<file path="config.mk">
export PLATFORM = sky130hd
export DESIGN_NAME = demux14_dist
export DESIGN_NICKNAME = d
export VERILOG_FILES = /design/src/rtl/demux_pkg.sv /design/src/rtl/demux_fifo.sv /design/src/rtl/demux14_dist.sv
export SDC_FILE = /design/constraint.sdc
export NUM_CORES = 1
export LEC_CHECK = 0
export BUFFER_PORTS_ARGS = -buffer_cell sky130_fd_sc_hd__buf_2
export CAP_MARGIN = 20
export CELL_PAD_IN_SITES_DETAIL_PLACEMENT = 1
export CELL_PAD_IN_SITES_GLOBAL_PLACEMENT = 1
export CORE_MARGIN = 2
export CORE_UTILIZATION = 35
export CTS_BUF_LIST = sky130_fd_sc_hd__clkbuf_16
export DETAILED_ROUTE_END_ITERATION = 7
export PLACE_DENSITY = 0.77
export SYNTH_ARGS = -nofsm -noshare
export SYNTH_HDL_FRONTEND = slang
export SYNTH_SLANG_ARGS = --single-unit
</file>
<file path="constraint.sdc">
create_clock -name clk -period 2.37 [get_ports clk]
set_clock_uncertainty 0.2 [all_clocks]
set_input_delay 0.474 -clock clk [delete_from_list [all_inputs] [get_ports clk]]
set_output_delay 0.474 -clock clk [all_outputs]
set_load 0.03 [all_outputs]
</file>
<file path="src/rtl/demux_pkg.sv">
// Shared constants and helpers for the 1-to-4 distributor.
package demux_pkg;

  localparam int unsigned NR_CH   = 4;
  localparam int unsigned SEL_LEN = 2;

  // Occupancy counter width: must hold 0..depth inclusive.
  function automatic int unsigned cnt_len(input int unsigned depth);
    return $clog2(depth) + 1;
  endfunction

endpackage

</file>
<file path="src/rtl/demux_fifo.sv">
// Single-clock FIFO with occupancy count; no bypass, head shown on rdata (0 when empty).
module demux_fifo
  import demux_pkg::*;
#(
  parameter  int unsigned DATA_LEN = 2,
  parameter  int unsigned DEPTH    = 2,
  localparam int unsigned CNT_LEN  = cnt_len(DEPTH),
  localparam int unsigned PTR_LEN  = $clog2(DEPTH)
) (
  input  logic                clk,
  input  logic                rst,
  input  logic                push,
  input  logic                pop,
  input  logic [DATA_LEN-1:0] wdata,
  output logic [DATA_LEN-1:0] rdata,
  output logic                full,
  output logic                empty,
  output logic [CNT_LEN-1:0]  cnt
);

  logic [DATA_LEN-1:0] mem_q [DEPTH];
  logic [DATA_LEN-1:0] mem_d [DEPTH];
  logic [PTR_LEN-1:0]  wr_ptr_q, wr_ptr_d;
  logic [PTR_LEN-1:0]  rd_ptr_q, rd_ptr_d;
  logic [CNT_LEN-1:0]  cnt_q, cnt_d;
  logic                push_ok, pop_ok;

  assign full    = (cnt_q == CNT_LEN'(DEPTH));
  assign empty   = (cnt_q == '0);
  assign push_ok = push & ~full;
  assign pop_ok  = pop & ~empty;
  assign cnt     = cnt_q;
  assign rdata   = empty ? '0 : mem_q[rd_ptr_q];

  // Next-state: write at tail, advance pointers (power-of-2 depth wraps naturally), track count.
  always_comb begin
    mem_d    = mem_q;
    wr_ptr_d = wr_ptr_q;
    rd_ptr_d = rd_ptr_q;
    cnt_d    = cnt_q;
    if (push_ok) begin
      mem_d[wr_ptr_q] = wdata;
      wr_ptr_d        = PTR_LEN'(wr_ptr_q + 1'b1);
    end
    if (pop_ok) begin
      rd_ptr_d = PTR_LEN'(rd_ptr_q + 1'b1);
    end
    case ({push_ok, pop_ok})
      2'b10:   cnt_d = CNT_LEN'(cnt_q + 1'b1);
      2'b01:   cnt_d = CNT_LEN'(cnt_q - 1'b1);
      default: cnt_d = cnt_q;
    endcase
  end

  // State registers; reset clears storage too so nothing stale can ever resurface.
  always_ff @(posedge clk) begin
    if (rst) begin
      for (int i = 0; i < int'(DEPTH); i++) mem_q[i] <= '0;
      wr_ptr_q <= '0;
      rd_ptr_q <= '0;
      cnt_q    <= '0;
    end else begin
      for (int i = 0; i < int'(DEPTH); i++) mem_q[i] <= mem_d[i];
      wr_ptr_q <= wr_ptr_d;
      rd_ptr_q <= rd_ptr_d;
      cnt_q    <= cnt_d;
    end
  end

endmodule

</file>
<file path="src/rtl/demux14_dist.sv">
// 1-to-4 distributor: routes each input beat to the FIFO of the channel named by in_sel.
module demux14_dist
  import demux_pkg::*;
#(
  parameter  int unsigned DATA_LEN = 2,
  parameter  int unsigned DEPTH    = 2,
  localparam int unsigned CNT_LEN  = cnt_len(DEPTH)
) (
  input  logic                      clk,
  input  logic                      rst,
  input  logic                      in_valid,
  output logic                      in_ready,
  input  logic [SEL_LEN-1:0]        in_sel,
  input  logic [DATA_LEN-1:0]       in_data,
  output logic [NR_CH-1:0]          out_valid,
  input  logic [NR_CH-1:0]          out_ready,
  output logic [NR_CH*DATA_LEN-1:0] out_data,
  output logic [NR_CH*CNT_LEN-1:0]  out_cnt
);

  logic [NR_CH-1:0]    push_vec;
  logic [NR_CH-1:0]    full_vec;
  logic [NR_CH-1:0]    empty_vec;
  logic [DATA_LEN-1:0] rdata_arr [NR_CH];
  logic [CNT_LEN-1:0]  cnt_arr   [NR_CH];

  // One-hot push decode of the destination channel.
  always_comb begin
    push_vec = '0;
    for (int unsigned k = 0; k < NR_CH; k++) begin
      push_vec[k] = in_valid && (in_sel == SEL_LEN'(k));
    end
  end

  // Ready depends only on the selected channel's fullness; forced high while in reset.
  assign in_ready = rst | ~full_vec[in_sel];

  for (genvar g = 0; g < int'(NR_CH); g++) begin : g_ch
    demux_fifo #(
      .DATA_LEN (DATA_LEN),
      .DEPTH    (DEPTH)
    ) u_fifo (
      .clk   (clk),
      .rst   (rst),
      .push  (push_vec[g]),
      .pop   (out_ready[g]),
      .wdata (in_data),
      .rdata (rdata_arr[g]),
      .full  (full_vec[g]),
      .empty (empty_vec[g]),
      .cnt   (cnt_arr[g])
    );

    // Outputs read as idle while reset is asserted, before the synchronous clear lands.
    assign out_valid[g]                       = ~rst & ~empty_vec[g];
    assign out_data[g*DATA_LEN +: DATA_LEN]   = rst ? '0 : rdata_arr[g];
    assign out_cnt[g*CNT_LEN +: CNT_LEN]      = rst ? '0 : cnt_arr[g];
  end

endmodule

</file>
==> impl_metrics.py <==
metrics = {
    "outcome": {
        "outcome": "complete, no violations",
    },
    "floorplan": {
        "core_sq_um": 4690,
        "start_util_pct": 36.2,
        "io_pins": 32,
        "std_cell_rows": 25,
        "dieArea_sq_um": 5420,
        "die_w_um": 73.6,
        "die_height_um": 73.6,
    },
    "sta": {
        "rsz0062_at_grt": "false",
        "hold_slack_ns": 0.278,
        "setup_viol": 0,
        "min_period_over_period_pct": 96.5,
        "worst_pin_slew_ns": 0.411,
        "hold_violations": 0,
        "max_freq_mhz": 437,
        "min_period_ns": 2.29,
        "timing.slew.headroom_pct": 72.6,
        "slew_viol_final": 0,
        "setup_tns_ns": 0,
    },
    "clock_network": {
        "htreeDepth": 2,
        "cts-hold-fix-buffers": 0,
        "insertion_delay_ns": 0.27,
        "clkTransAtPathRegs_ns": 0.05,
        "numCtsBuffers": 5,
        "cts_tree": "built",
        "cts_sinks": 32,
        "clk_path_buf_depth": 2,
        "cts_root_buffer": "clkbuf_16",
    },
    "synthesis": {
        "ys_ff_latch": 32,
        "synth_top_area_share_pct": 37.8,
        "yosys-mux-area-fraction_pct": 15.7,
        "async_flop_share_pct": 0,
        "synth.most_common_cell": "dfxtp_1",
        "synthSimpleGateAreaFrac_pct": 28.5,
        "synth_area_sq_um": 1700,
        "syn_inst": 181,
        "yosysWarnings": 0,
        "avgSynthCellArea_sq_um": 9.37,
        "synth-edff-count": 0,
        "synth-xor-area-share_pct": 6.19,
        "synth_top_family_by_area": "simple AND/OR/NAND/NOR gates",
        "synthesis.nets": 196,
        "ys.flop_type": "dfxtp_1",
        "synth-compound-area-share_pct": 5.90,
        "synth_top_cell_by_area": "dfxtp_1",
        "synth.area.top_cells": "dfxtp_1, mux2i_1, nand2b_1",
        "synth-seq-area-share_pct": 37.8,
        "yosys-top-cells-count": "dfxtp_1, mux2i_1, nor2_1",
        "synthAdderAreaFrac_pct": 2.95,
        "yosysUniqueCellTypes": 27,
    },
    "flow_run": {
        "drv_cap": 0,
    },
    "detailed_routing": {
        "vias": 1355,
        "drc": 0,
        "viasPerCell": 5.00,
        "wirelength_um": 3820,
        "avgRoutedWirePerCell_um": 14.1,
        "antenna_left": 0,
        "drt_pass1_iterations": 4,
        "drtIter0Drc": 50,
    },
    "setup_path": {
        "worstPathArrival_ns": 1.61,
        "crit_slowest_cell": "mux4_1",
        "path_cells": "nor2b_2, mux4_1, nand2b_1, buf_2",
        "path_class": "reg2out",
        "cp-end-kind": "primary output",
        "critical-path-top-delay-family": "multiplexers",
        "path_buf_inv": 1,
        "crit_fanout": 5,
        "slowest_delay_ns": 0.53,
        "critPathLaunchType": "flip-flop",
        "required_ns": 1.70,
    },
    "finish": {
        "stdcell_count": 271,
        "n_antenna_cell": 0,
        "fin_nets": 231,
        "fillers": 570,
        "seq_area_sq_um": 646,
        "drive_above_1_share_pct": 27.2,
        "final_core_util_pct": 44.0,
        "synthToLayoutAreaGrowth_pct": 21.8,
        "multi_input_area_sq_um": 1000,
    },
    "power_and_ir_drop": {
        "p_switching_uw": 494,
        "comb_power_share_pct": 23.5,
        "switching_share_pct": 30.1,
        "p_per_area_nw_per_um2": 795,
        "ir_drop_mv": 0.410,
        "p_int_uw": 1150,
        "sequentialPowerShare_pct": 40.5,
        "leakage_uw": 0.000945,
        "clock_power_share_pct": 36.0,
    },
    "global_routing": {
        "antenna_found_initial": 0,
        "gr-total-overflow": 0,
        "grt_max_degree": 19,
        "grtUsageTotal_pct": 16.2,
        "grt_pass1_vias": 1431,
        "grt_pass1_wl_um": 6630,
    },
    "place": {
        "dp_cells": 263,
        "gp_congestion": 0.701,
        "port_buffers": 31,
        "dp_hpwl_um": 2880,
    },
    "min_path": {
        "hold_path.class": "reg2reg",
    },
}
-- sequential cells by signal, indices dropped and copies added (netlist names) --
name                  count
g_ch.u_fifo.mem_q        16
g_ch.u_fifo.wr_ptr_q      4
g_ch.u_fifo.rd_ptr_q      4
g_ch.u_fifo.cnt           8
-- per-stage QoR --
step	area [sq um]	setup slack (ns)	power, uW
2_1_floorplan	1700	0.166	955
3_3_place_gp	1920	0.0757	1040
3_5_place_dp	1920	0.0605	1060
4_1_cts	2060	0.0143	1660
5_1_grt	2070	0.00150	1740
6_report	2070	0.0823	1640
-- path summary, 6_finish.rpt --
check / startpoint / depth (start not counted) / slack, ns / end
worst min register to register: g_ch[0].u_fifo.mem_q[3] / 2 / 0.28 / g_ch[0].u_fifo.mem_q[3]
worst max register to register: g_ch[2].u_fifo.cnt[1] / 5 / 0.25 / g_ch[2].u_fifo.cnt[1]
worst max-delay path: g_ch[2].u_fifo.cnt[1] / 4 / 0.08 / in_ready
worst min-delay path: g_ch[0].u_fifo.mem_q[3] / 2 / 0.28 / g_ch[0].u_fifo.mem_q[3]
-- metal layers --
| layer | GRT usage, % | wire [um] | vias to the layer above |
|---|---|---|---|
| met1 | 20.3 | 1780 | 640 |
| met5 | 0 | 0 | - |
| met2 | 25.7 | 1820 | 22 |
| met3 | 5.62 | 146 | 8 |
| li1 | - | - | 685 |
| met4 | 5.45 | 68 | 0 |
-- repair_timing --
item | 4_1_cts | 5_1_grt
endpoints found under the hold margin | 0 | 0
gates resized for setup | 0 | 4
setup endpoints to repair | 0 | 1
buffers inserted | 0 | 0
-- worst register-to-register path: stages (launching register included) --
cell     delay (ns)
dfxtp_1        0.34
nor2b_2        0.19
or3_1          0.38
ha_1           0.33
or4_1          0.54
nand2_1        0.08
-- cell usage in the layout, fill, tap and decap left out --
| cell type | instances |
|---|---|
| a21oi_1 | 4 |
| buf_2 | 31 |
| buf_4 | 5 |
| clkbuf_16 | 5 |
| clkinv_1 | 1 |
| dfxtp_1 | 28 |
| dfxtp_2 | 4 |
| ha_1 | 4 |
| inv_1 | 7 |
| mux2i_1 | 24 |
| mux4_1 | 1 |
| nand2_1 | 6 |
| nand2_2 | 1 |
| nand2b_1 | 19 |
| nand2b_4 | 1 |
| nor2_1 | 20 |
| nor2b_1 | 10 |
| nor2b_2 | 2 |
| nor4b_2 | 1 |
| o21a_1 | 4 |
| o21ai_0 | 4 |
| o31ai_1 | 4 |
| or2_2 | 4 |
| or3_1 | 6 |
| or4_1 | 4 |
| or4_4 | 4 |
| or4b_4 | 1 |
| xnor2_1 | 8 |
| xor2_1 | 4 |
-- area by class of cell --
type / count / area share [%]
tap: 54 / 3.27
inverter: 5 / 0.909
multi-input combinational: 136 / 48.6
clock buffer: 5 / 6.06
clock inverter: 3 / 0.545
sequential: 32 / 31.3
timing repair buffer: 36 / 9.33
-- power by group through the flow --
stage	logic, uW	registers, uW	clock network [uW]
3_5_place_dp	387	672	0
4_1_cts	390	661	609
3_3_place_gp	374	668	0
5_1_grt	428	677	634
6_report	385	665	592
2_1_floorplan	302	654	0
-- logic make-up (layout without fill, tap and decap cells) --
kind of cell,Yosys count,after routing
simple gates,79,79
flops,32,32
mux,25,25
compound gates,16,16
buf+inv,13,49
xor+xnor,12,12
fa+ha+maj,4,4
Note: power is estimated with default switching activity, not from simulation.
